<file path="src/rtl/core_launch_ctrl.sv">
// core_launch_ctrl
//   Run controller that sits in front of a processor core and its data memory.
//   A run goes through these steps:
//     1. Stream LOAD_N input bytes into dat_mem starting at address 0.
//     2. Release the core from reset.
//     3. Wait for core_done, or abort after TIMEOUT cycles.
//     4. Stream UNLOAD_N result bytes out, starting at UNLOAD_BASE.
//     5. Hold done until req drops.
//   Outside RUN this block owns the dat_mem port and keeps the core in reset.
// Ports
//   clk, reset_n              clock / async active-low reset
//   req                       level start request, held until done is seen
//   in_valid/in_ready/in_data input byte stream (LOAD)
//   out_valid/out_ready/out_data  result byte stream (UNLOAD)
//   mem_own, mem_wr_en, mem_addr, mem_dat_in, mem_dat_out  dat_mem port
//   core_reset, core_done     core control / status
//   busy, done, timeout, cycle_count  run status
module core_launch_ctrl #(
  parameter int AW          = 8,
  parameter int LOAD_N      = 64,
  parameter int UNLOAD_BASE = 64,
  parameter int UNLOAD_N    = 32,
  parameter int TIMEOUT     = 4096
) (
  input  logic          clk,
  input  logic          reset_n,
  input  logic          req,
  input  logic          in_valid,
  input  logic [7:0]    in_data,
  output logic          in_ready,
  output logic          out_valid,
  output logic [7:0]    out_data,
  input  logic          out_ready,
  output logic          mem_own,
  output logic          mem_wr_en,
  output logic [AW-1:0] mem_addr,
  output logic [7:0]    mem_dat_in,
  input  logic [7:0]    mem_dat_out,
  output logic          core_reset,
  input  logic          core_done,
  output logic          busy,
  output logic          done,
  output logic          timeout,
  output logic [15:0]   cycle_count
);

  localparam logic [2:0] S_IDLE   = 3'd0;
  localparam logic [2:0] S_LOAD   = 3'd1;
  localparam logic [2:0] S_RUN    = 3'd2;
  localparam logic [2:0] S_UNLOAD = 3'd3;
  localparam logic [2:0] S_FINISH = 3'd4;

  // Zero-length phases are skipped at elaboration time.
  localparam logic [2:0] S_AFTER_IDLE = (LOAD_N   == 0) ? S_RUN    : S_LOAD;
  localparam logic [2:0] S_AFTER_RUN  = (UNLOAD_N == 0) ? S_FINISH : S_UNLOAD;

  // Beat index counts 0..N-1 separately from addr, because addr wraps.
  localparam int NMAX = (LOAD_N > UNLOAD_N) ? LOAD_N : UNLOAD_N;
  localparam int BW   = (NMAX > 1) ? $clog2(NMAX) : 1;
  localparam int TW   = (TIMEOUT > 1) ? $clog2(TIMEOUT) : 1;

  localparam logic [BW-1:0] LAST_LOAD   = BW'((LOAD_N   > 0) ? LOAD_N - 1   : 0);
  localparam logic [BW-1:0] LAST_UNLOAD = BW'((UNLOAD_N > 0) ? UNLOAD_N - 1 : 0);
  localparam logic [TW-1:0] LAST_RUN    = TW'(TIMEOUT - 1);
  localparam logic [AW-1:0] UNLOAD_A0   = AW'(UNLOAD_BASE);

  logic [2:0]    r_state;
  logic [AW-1:0] r_addr;
  logic [BW-1:0] r_beat;
  logic [TW-1:0] r_run_cnt;   // RUN cycles elapsed, independent of the saturating report
  logic [15:0]   r_cyc;
  logic          r_timeout;

  always_ff @(posedge clk or negedge reset_n) begin
    if (!reset_n) begin
      r_state   <= S_IDLE;
      r_addr    <= '0;
      r_beat    <= '0;
      r_run_cnt <= '0;
      r_cyc     <= '0;
      r_timeout <= 1'b0;
    end else begin
      case (r_state)
        S_IDLE: if (req) begin
          r_addr    <= '0;
          r_beat    <= '0;
          r_run_cnt <= '0;
          r_cyc     <= '0;
          r_timeout <= 1'b0;
          r_state   <= S_AFTER_IDLE;
        end
        S_LOAD: if (in_valid) begin
          r_addr <= r_addr + AW'(1);
          r_beat <= r_beat + BW'(1);
          if (r_beat == LAST_LOAD) r_state <= S_RUN;
        end
        S_RUN: begin
          r_cyc     <= (r_cyc == 16'hFFFF) ? r_cyc : r_cyc + 16'd1;
          r_run_cnt <= r_run_cnt + TW'(1);
          // core_done has priority over the timeout in the same cycle.
          if (core_done) begin
            r_addr  <= UNLOAD_A0;
            r_beat  <= '0;
            r_state <= S_AFTER_RUN;
          end else if (r_run_cnt == LAST_RUN) begin
            r_timeout <= 1'b1;
            r_state   <= S_FINISH;
          end
        end
        S_UNLOAD: if (out_ready) begin
          r_addr <= r_addr + AW'(1);
          r_beat <= r_beat + BW'(1);
          if (r_beat == LAST_UNLOAD) r_state <= S_FINISH;
        end
        S_FINISH: if (!req) r_state <= S_IDLE;
        default:  r_state <= S_IDLE;
      endcase
    end
  end

  assign in_ready    = (r_state == S_LOAD);
  assign mem_wr_en   = (r_state == S_LOAD) & in_valid;
  assign mem_addr    = r_addr;
  assign mem_dat_in  = in_data;
  assign out_valid   = (r_state == S_UNLOAD);
  assign out_data    = mem_dat_out;
  assign mem_own     = (r_state != S_RUN);
  assign core_reset  = (r_state != S_RUN);
  assign busy        = (r_state != S_IDLE);
  assign done        = (r_state == S_FINISH);
  assign timeout     = r_timeout;
  assign cycle_count = r_cyc;

endmodule

</file>
<file path="config.mk">
export PLATFORM = sky130hd
export DESIGN_NAME = core_launch_ctrl
export DESIGN_NICKNAME = d
export VERILOG_FILES = /design/src/rtl/core_launch_ctrl.sv
export SDC_FILE = /design/constraint.sdc
export NUM_CORES = 1
export LEC_CHECK = 0
export BUFFER_PORTS_ARGS = -buffer_cell sky130_fd_sc_hd__buf_2
export CELL_PAD_IN_SITES_DETAIL_PLACEMENT = 1
export CELL_PAD_IN_SITES_GLOBAL_PLACEMENT = 1
export CORE_AREA = 10 10 91 93
export DETAILED_ROUTE_END_ITERATION = 10
export DIE_AREA = 0 0 101 103
export GPL_TIMING_DRIVEN = 0
export HOLD_SLACK_MARGIN = 0.03
export PLACE_DENSITY_LB_ADDON = 0.1
export SYNTH_ARGS = -nofsm -noshare
export SYNTH_HDL_FRONTEND = slang
export SYNTH_SLANG_ARGS = --single-unit
</file>
<file path="constraint.sdc">
create_clock -name clk -period 3.1 [get_ports clk]
set_input_delay 0.62 -clock clk [delete_from_list [all_inputs] [get_ports clk]]
set_output_delay 0.62 -clock clk [all_outputs]
set_load 0.02 [all_outputs]
</file>
; ---- Word-level counts from Yosys, hierarchy flattened
; Index checks and enable logic that the tools add are counted.
[totals]
regBits = 46
out_inout_bits = 48
elab_cells = 68
[classes]
add_sub_neg = 4
eq_ne = 20
mux = 28
n_bitwise = 1
reduce_logical = 9
[op_table]
columns = cell, n
row1 = $mux W16, 2
row2 = $mux W8, 4
row3 = $pmux W16 S2, 1
row4 = $pmux W8 S4, 1
row5 = $mux W3, 8
row6 = $mux W6, 4
row7 = $pmux W12 S2, 1
row8 = $pmux W6 S4, 1
row9 = $add A16 B1 Y16 const B, 1
row10 = $eq A16 B16 Y1 const B, 1
row11 = $pmux W3 S5, 1
row12 = $ne A2 B2 Y1 const B, 7
row13 = $add A12 B1 Y12 const B, 1
row14 = $eq A12 B12 Y1 const B, 1
row15 = $mux W12, 1
row16 = $add A8 B1 Y8 const B, 1
row17 = $reduce_and A7 Y1, 1
row18 = $add A6 B1 Y6 const B, 1
row19 = $eq A3 B2 Y1 const B, 2
row20 = $eq A6 B5 Y1 const B, 1
row21 = $eq A6 B6 Y1 const B, 1
row22 = $ne A2 B1 Y1 const B, 3
row23 = $reduce_and A5 Y1, 1
row24 = $reduce_and A4 Y1, 1
row25 = 13 further kinds, 15

; ---- Longest topological paths before layout
; Gate-level depths: netlist (run 1).
[depth]
word_depth = 4
depth_mapped = 9
mapped_depth_nobuf = 7

; ---- Worst setup path after synthesis (run 1)
; No wires, ideal clock.
[synth_path]
path_kind = reg2out
from = register r_state[0]
to = output port mem_wr_en
arrival_ps = 1438
required_time_ps = 2480
path_slack_ps = 1042
stages_incl_launch_ff = 5
n_path_buf = 1
path_cell_list = dfrtp_1 > clkbuf_1 > nand2b_1 > nor2_1 > and2_1
[synth_via]
elab_chain_len = 2
[synth_rtl]
columns = element, line
row1 = "start, declared", 67  ; logic [2:0] r_state;
row2 = "start signal, assigned", 76  ; r_state <= S_IDLE;
row3 = "start signal, assigned", 90  ; r_state <= S_AFTER_IDLE;
row4 = "start signal, assigned", 95  ; if (r_beat == LAST_LOAD) r_state <= S_RUN;
row5 = $eq A3 B1 Y1, n/a
row6 = via in_ready, 30  ; output logic in_ready,
row7 = $and A1 B1 Y1, 122  ; assign mem_wr_en = (r_state == S_LOAD) & in_valid;
row8 = "end, declared", 35  ; output logic mem_wr_en,
; The timed path passes the listed nets, and every way through them passes these cells.

; ---- Worst setup path after layout (run 1)
[layout_path]
from = register r_state[0]
to = output port mem_wr_en
[layout_via]
elab_chain_len = 2
[layout_rtl]
columns = element, line
row1 = $eq A3 B1 Y1, 122
row2 = $and A1 B1 Y1, 122
; Every way passes these cells.

==> results.cfg, run 1 <==
[status]
status = complete, no violations

[global_route]
grt_max_degree = 47
grt_pass1_wl_mm = 12.7
overflow = 0
antenna_found_initial = 0
grt_use_total = 0.149
first_global_vias = 2552

[synth]
synth_flop_cell = dfrtp_1
syn_avg_cell_area_um2 = 9.25
yosysUniqueCellTypes = 56
syn_nets = 319
ys.warnings.count = 0
async_flop_share = 1.00
synth_seq_area_share = 0.425
synthesis.area_mm2 = 0.00271
synth_cells = 293
ys_ff_latch = 46
synth_edf_count = 0

[clocking]
cts_max_path_buffers = 2
clk_latency_ns = 0.31
cts_sinks = 46
cts-hold-fix-buffers = 0
cts_resized = 0
cts_max_level = 2
path_clk_slew_ns = 0.08
post_cts_buffers = 0
tritoncts = built
root_buffer = clkbuf_8
numCtsBuffers = 5

[cells_and_area]
syn_to_final_growth_pct = 17.3
n_antenna_cell = 0
layout-drive-gt1-share = 0.272
fill_cells = 784
mostFrequentLayoutCell = buf_2
multiInputGateArea_mm2 = 0.00133
regArea_mm2 = 0.00115
layout_common_cells = 56 x buf_2, 46 x dfrtp_1, 35 x nand2_1
final_nets = 378
stdcell_area_mm2 = 0.00318

[min_path]
hold_class = flip-flop to flip-flop
hold_depth = 1
hold_end = r_run_cnt[11]
holdCritStartpoint = r_run_cnt[11]

[floorplanning]
die-area_mm2 = 0.0104
die_x_um = 101
placementRows = 30
start_util = 0.412
die_h_um = 103
design.core.area_mm2 = 0.00657
num_io_pins = 70

[setup_path]
critPathArrivalTime_ns = 1.93
crit_slowest_cell = dfrtp_1
critPathMaxFanout = 10
cp_cell_sequence = clkbuf_1 -> nand2b_1 -> nor2_1 -> and2_1 -> buf_2
r2r_cells = 9
slowest_delay_ns = 0.46
criticalPathCategory = flip-flop to output pin
regToRegSetupSlack_ns = 1.04
path_buf_inv = 2
critical_path_required_ns = 2.48
reg2reg_from = r_state[2]
crit_path_start_kind = flip-flop
path_delay_family = simple AND/OR/NAND/NOR gates
critPathCaptureType = output pin
worstReg2RegEnd = cycle_count[6]

[sta]
slew_headroom = 0.278
finalClockSkew_ns = 0.00719
fin_ws_ns = 0.551
final.min_clock_period_ns = 2.55
setup_viol = 0
period_share = 0.822
whs_ns = 0.498
setup_tns_ns = 0
tightestPinTransition_ns = 1.08
drv_slew = 0
clock.fmax_mhz = 392
hold_viol = 0
rsz0062_at_grt = false

[routing]
num_vias = 2371
wl_mm = 7.48
via_per_inst = 5.48
firstDrtPassIters = 4
drt-initial-drc-count = 81
avgRoutedWirePerCell_um = 17.3
antenna_left = 0
drc = 0

[power]
sequentialPowerShare = 0.406
p_sw_uw = 1090
power_uw = 2500
pwr_density_cell_mw_per_mm2 = 786
power_frac_clock = 0.181
ir_worst_vdd_v = 0.000385
p_sw_frac = 0.436
p_int_uw = 1410
combPwrFrac = 0.412
p_leak_uw = 0.00148

[place]
post-place-ws_ns = 0.763
port_buffers = 52
dp_hpwl_mm = 5.56
gp_congestion = 0.776
placed_area_mm2 = 0.00307

[run]
maxCapViolations = 0
[power groups by stage]
stage	combinational, uW	clock (uW)	sequential (uW)
floorplan	649	0	1050
global placement	1010	0	1010
detailed placement	1050	0	1020
CTS	1050	467	1010
global route	1190	489	1060
finish	1030	452	1010
[per-stage QoR]
step | std cells | utilization
5_1_grt | 433 | 0.484
6_report | 433 | 0.484
3_3_place_gp | 425 | 0.467
3_5_place_dp | 425 | 0.467
4_1_cts | 433 | 0.484
2_1_floorplan | 293 | -
[flip-flops by register name, indices dropped and copies added (netlist names)]
register     cells
cycle_count     16
r_beat           6
mem_addr         8
r_state          3
r_run_cnt       12
timeout          1
[metal layers]
layer  routed length [um]  track usage
met2                 3580        0.252
met5                    0            0
met4                   63       0.0332
met3                  467       0.0462
met1                 3360        0.181
[worst reg2reg max path, delay by kind of cell, from the launching register on]
kind	cells	cell delay (ns)
AOI/OAI and AO/OA	3	0.45
buffers and inverters	3	0.39
and+or+nand+nor	3	0.68
DFF	1	0.49
[cells by family (layout without fill, tap and decap cells)]
| logic type | Yosys count | after routing | share of synthesized area |
|---|---|---|---|
| xor+xnor | 10 | 10 | 0.0323 |
| mux | 4 | 4 | 0.0194 |
| compound gates | 65 | 65 | 0.172 |
| fa+ha+maj | 4 | 4 | 0.0185 |
| simple gates | 126 | 126 | 0.247 |
| buf+inv | 38 | 98 | 0.0859 |
| flops | 46 | 46 | 0.425 |
[worst max-delay path by stage]
stage                     from     endpoint  cells past startpoint
floorplan           r_state[0]    mem_wr_en                      4
global placement           req    r_beat[2]                      6
detailed placement         req  mem_addr[4]                      6
CTS                 r_state[0]    mem_wr_en                      5
global route        r_state[0]    mem_wr_en                      5
finish              r_state[0]    mem_wr_en                      5
[final cells by class]
type	count	area share
clock inverter	3	0.0126
inverter	8	0.0102
clock buffer	5	0.0217
multi-input combinational	209	0.417
buffer	30	0.0630
sequential	46	0.362
tap	80	0.0315
timing repair buffer	52	0.0819
[synthesized netlist by cell type, types with 4 or more instances]
cell      number  area share
dfrtp_1       46        0.42
nand2_1       35       0.049
o21ai_0       25       0.046
nand3_1       23       0.042
nor2_1        22       0.030
buf_4         17       0.047
nand4_1        9       0.021
a21oi_1        7       0.013
inv_1          7      0.0097
clkbuf_1       6      0.0083
xnor2_1        6       0.019
a31oi_1        4      0.0092
and2_1         4      0.0092
and3_1         4      0.0092
buf_2          4      0.0074
ha_1           4       0.018
nand2b_1       4      0.0092
nor3_1         4      0.0074
xor2_1         4       0.013
(Power assumes the default switching activity.)
==> inputs of run 2 (changes only) <==
--- a/config.mk
+++ b/config.mk
@@ -8,9 +8,9 @@
 export BUFFER_PORTS_ARGS = -buffer_cell sky130_fd_sc_hd__buf_2
 export CELL_PAD_IN_SITES_DETAIL_PLACEMENT = 1
 export CELL_PAD_IN_SITES_GLOBAL_PLACEMENT = 1
-export CORE_AREA = 10 10 91 93
+export CORE_AREA = 10 10 94 96
 export DETAILED_ROUTE_END_ITERATION = 10
-export DIE_AREA = 0 0 101 103
+export DIE_AREA = 0 0 104 106
 export GPL_TIMING_DRIVEN = 0
 export HOLD_SLACK_MARGIN = 0.03
 export PLACE_DENSITY_LB_ADDON = 0.1
==> constraint.sdc (replaced) <==
create_clock -name clk -period 2.46 [get_ports clk]
set_input_delay 0.492 -clock clk [delete_from_list [all_inputs] [get_ports clk]]
set_output_delay 0.492 -clock clk [all_outputs]
set_load 0.02 [all_outputs]
==> run 2 against run 1 <==
Effect of this change:
- core utilization decreased by 3.3 points
- final cell count increased by 4.4%
- worst setup slack got worse by 0.40 ns
- critical path type unchanged
- highest routed layer unchanged
==> results.cfg, run 2 (synthesized netlist as in run 1, its figures left out) <==
[status]
status = complete, no violations

[setup_path]
cp.depth = 7
worstReg2RegEnd = cycle_count[10]
r2r_cells = 7
reg2reg_from = cycle_count[0]
cp_cell_sequence = nor2_4 -> and2_4 -> buf_8 -> inv_4 -> buf_2 -> buf_4 -> buf_2
path_delay_family = buffers and inverters
critPathMaxFanout = 11
slowest_delay_ns = 0.54
criticalPathCategory = flip-flop to output pin
regToRegSetupSlack_ns = 0.37
path_buf_inv = 5
critPathArrivalTime_ns = 1.82
critical_path_required_ns = 1.97
cpMostUsedCell = buf_2
critPathCaptureType = output pin
crit_path_start_kind = flip-flop
crit_slowest_cell = dfrtp_1

[cells_and_area]
layout-drive-gt1-share = 0.272
layout_common_cells = 56 x buf_2, 46 x dfrtp_1, 35 x nand2_1
final_nets = 378
largest_reg_flops = 16
stdcell_area_mm2 = 0.00319
mostFrequentLayoutCell = buf_2
n_antenna_cell = 0
syn_to_final_growth_pct = 17.6
layout.cells.non_filler = 452

[place]
post-place-ws_ns = 0.236
dp.cells = 444
gp_congestion = 0.789
dp_hpwl_mm = 5.92
placed_area_mm2 = 0.00309
port_buffers = 52

[clocking]
clk_latency_ns = 0.30
cts_sinks = 46
root_buffer = clkbuf_8
cts_max_level = 2
cts-hold-fix-buffers = 0
cts_max_path_buffers = 2
post_cts_buffers = 0
path_clk_slew_ns = 0.08
tritoncts = built
numCtsBuffers = 5

[sta]
slew_headroom = 0.276
setup_viol = 0
tightestPinTransition_ns = 1.09
period_share = 0.939
final.min_clock_period_ns = 2.31
setup_tns_ns = 0
hold_viol = 0
finalClockSkew_ns = 0.00470
fin_ws_ns = 0.150
rsz0062_at_grt = false
clock.fmax_mhz = 433
drv_slew = 0

[power]
pwr_density_cell_mw_per_mm2 = 969
p_sw_uw = 1380
p_leak_uw = 0.00147
p_sw_frac = 0.447
p_int_uw = 1710
ir_worst_vdd_v = 0.000398
combPwrFrac = 0.424
power_frac_clock = 0.158
sequentialPowerShare = 0.418

[floorplanning]
num_io_pins = 70
placementRows = 31
start_util = 0.384
die-area_mm2 = 0.0110
design.core.area_mm2 = 0.00706
die_x_um = 104
die_h_um = 106

[global_route]
first_global_vias = 2586
grt_max_degree = 47
grt_use_total = 0.142
overflow = 0
antenna_found_initial = 0
grt_pass1_wl_mm = 13.2

[routing]
wl_mm = 7.74
drt-initial-drc-count = 89
avgRoutedWirePerCell_um = 17.1
num_vias = 2395
drc = 0
firstDrtPassIters = 4
via_per_inst = 5.30
antenna_left = 0

[min_path]
hold_class = input port to async pin

[run]
maxCapViolations = 0
==> run 2: routing by layer <==
layer  track usage  routed length [um]
met5             0                   0
met3        0.0308                 303
met4        0.0368                  56
met2         0.250                3880
met1         0.172                3510
==> run 2: metrics by stage <==
stage	hold WS, ns	util	power [uW]
after floorplan	0.196	-	2140
after global placement	0.469	0.438	2550
after detailed placement	0.470	0.438	2620
after CTS	0.422	0.451	3140
after global routing	0.479	0.451	3360
final	0.382	0.451	3090
==> run 2: cell type report <==
class	instances	area, um2
Fill cell	893	3870
Timing Repair Buffer	52	260
Clock inverter	1	5.00
Inverter	8	32.5
Multi-Input combinational cell	209	1330
Buffer	30	201
Tap cell	99	124
Sequential cell	46	1150
Clock buffer	7	86.3
==> run 2: worst max-delay path by stage <==
stage              startpoint         endpoint  slack [ns]
2_1_floorplan  cycle_count[0]  cycle_count[10]        0.53
3_3_place_gp              req      mem_addr[3]        0.25
3_5_place_dp              req      mem_addr[3]        0.24
4_1_cts            r_state[2]          mem_own        0.11
5_1_grt            r_state[0]        mem_wr_en        0.03
6_report           r_state[2]          mem_own        0.15
==> run 2: what timing repair did <==
| action | in CTS | in global routing |
|---|---|---|
| resized for setup | 1 | 0 |
| endpoints found under the setup margin | 1 | 0 |
| endpoints found under the hold margin | 0 | 0 |
==> run 2: power by group through the flow <==
stage	clock network, uW	registers (uW)	logic (uW)
after global routing	545	1330	1480
after CTS	516	1280	1340
after floorplan	0	1330	818
after detailed placement	0	1290	1330
after global placement	0	1280	1270
final	487	1290	1310
==> inputs of run 3 (changes only) <==
==> config.mk (replaced) <==
export PLATFORM = sky130hd
export DESIGN_NAME = core_launch_ctrl
export DESIGN_NICKNAME = d
export VERILOG_FILES = /design/src/rtl/core_launch_ctrl.sv
export SDC_FILE = /design/constraint.sdc
export NUM_CORES = 1
export LEC_CHECK = 0
export BUFFER_PORTS_ARGS = -buffer_cell sky130_fd_sc_hd__buf_2
export CORE_AREA = 2 2 81 83
export DETAILED_ROUTE_END_ITERATION = 10
export DIE_AREA = 0 0 83 85
export GPL_TIMING_DRIVEN = 0
export HOLD_SLACK_MARGIN = 0.03
export PLACE_DENSITY = 0.68
export SYNTH_ARGS = -nofsm -noshare
export SYNTH_HDL_FRONTEND = slang
export SYNTH_SLANG_ARGS = --single-unit
==> run 3 against run 2 <==
Effect of this change:
- clock power down 9.7%
- clock skew up 0.0059 ns
- critical path depth shrank 2
- power shrank 4.1%
- largest cell class unchanged
- die area down 36%
- register-to-register slack better by 0.06 ns
- global-route usage is 2.9 points higher
- first-iteration DRC count increased by 17%
- non-clock buffer count did not move
- sequential cell count unchanged
- core utilization increased by 5.5 points
- wire length is 24% lower
==> results.cfg, run 3 (synthesized netlist as in run 1, its figures left out) <==
[status]
status = complete, no violations

[clocking]
cts_resized = 0
cts_max_level = 2
post_cts_buffers = 0
cts_max_path_buffers = 2
path_clk_slew_ns = 0.09
root_buffer = clkbuf_8
cts-hold-fix-buffers = 0
numCtsBuffers = 5
cts_sinks = 46
clk_latency_ns = 0.30
tritoncts = built

[routing]
avgRoutedWirePerCell_um = 13.7
antenna_left = 0
via_per_inst = 5.42
drt-initial-drc-count = 104
firstDrtPassIters = 4
num_vias = 2326
drc = 0
wl_mm = 5.90

[floorplanning]
die_x_um = 83
placementRows = 29
design.core.area_mm2 = 0.00620
die_h_um = 85
die-area_mm2 = 0.00706
start_util = 0.437
num_io_pins = 70

[cells_and_area]
largest_reg_flops = 16
syn_to_final_growth_pct = 16.1
layout-drive-gt1-share = 0.270
stdcell_area_mm2 = 0.00314
layout.cells.non_filler = 429
fill_cells = 609
n_antenna_cell = 0
mostFrequentLayoutCell = buf_2
multiInputGateArea_mm2 = 0.00133
regArea_mm2 = 0.00115
layout_common_cells = 56 x buf_2, 46 x dfrtp_1, 35 x nand2_1
final_nets = 378

[sta]
slew_headroom = 0.311
setup_tns_ns = 0
period_share = 0.933
clock.fmax_mhz = 436
finalClockSkew_ns = 0.0106
final.min_clock_period_ns = 2.30
tightestPinTransition_ns = 1.03
hold_viol = 0
drv_slew = 0
fin_ws_ns = 0.165
rsz0062_at_grt = false
setup_viol = 0

[power]
sequentialPowerShare = 0.429
p_sw_frac = 0.437
power_uw = 2960
ir_worst_vdd_v = 0.000676
p_int_uw = 1670
power_frac_clock = 0.149
p_leak_uw = 0.00146
pwr_density_cell_mw_per_mm2 = 941
combPwrFrac = 0.422
p_sw_uw = 1290

[global_route]
antenna_found_initial = 0
grt_use_total = 0.171
first_global_vias = 2143
overflow = 0
grt_max_degree = 47
grt_pass1_wl_mm = 9.90

[place]
port_buffers = 52
dp.cells = 422
post-place-ws_ns = 0.303
placed_area_mm2 = 0.00307
gp_congestion = 0.841
dp_hpwl_mm = 4.30

[setup_path]
critPathMaxFanout = 10
critPathCaptureType = output pin
critPathArrivalTime_ns = 1.80
crit_path_start_kind = flip-flop
critical_path_required_ns = 1.97
criticalPathCategory = flip-flop to output pin

[run]
maxCapViolations = 0

[min_path]
hold_class = input port to async pin
-- run 3: critical path, stage by stage, from the launching register on --
cell	delay, ns
dfrtp_1	0.45
clkbuf_1	0.35
nand2b_1	0.23
nor2_1	0.19
and2_1	0.14
buf_2	0.15
-- run 3: cell type report --
| type | instances | share of cell area |
|---|---|---|
| Tap cell | 77 | 0.0306 |
| Clock buffer | 5 | 0.0219 |
| Buffer | 30 | 0.0637 |
| Inverter | 8 | 0.0103 |
| Multi-Input combinational cell | 209 | 0.421 |
| Timing Repair Buffer | 52 | 0.0828 |
| Sequential cell | 46 | 0.366 |
| Clock inverter | 2 | 0.00318 |
-- run 3: path summary, 6_finish.rpt --
kind                                 from              end  slack [ns]  cells past startpoint
max                            r_state[0]        mem_wr_en        0.16                      5
min                               reset_n      mem_addr[0]        0.36                      1
max reg2reg                cycle_count[0]  cycle_count[10]        0.43                      7
min reg2reg                       timeout          timeout        0.49                      2
max in group asynchronous         reset_n        r_beat[2]        1.44                      1
min in group clk                  timeout          timeout        0.49                      2
-- run 3: per-stage QoR --
| step | utilization | hold WS (ns) |
|---|---|---|
| floorplan | - | 0.196 |
| global placement | 0.494 | 0.463 |
| detailed placement | 0.494 | 0.468 |
| CTS | 0.507 | 0.406 |
| global route | 0.507 | 0.457 |
| finish | 0.507 | 0.361 |
-- run 3: per-layer routing --
metal  vias to the layer above  share of wire  GRT usage
li1                       1162              -          -
met1                      1103           0.46      0.222
met2                        54           0.48      0.293
met3                         7          0.046     0.0379
met4                         0         0.0090     0.0447
met5                         -              0          0
-- run 3: power by group through the flow --
stage	Clock, uW	Sequential (uW)	Combinational, uW
after global placement	0	1270	1230
after global routing	481	1310	1410
final	440	1270	1250
after detailed placement	0	1280	1260
after floorplan	0	1330	818
after CTS	463	1270	1270
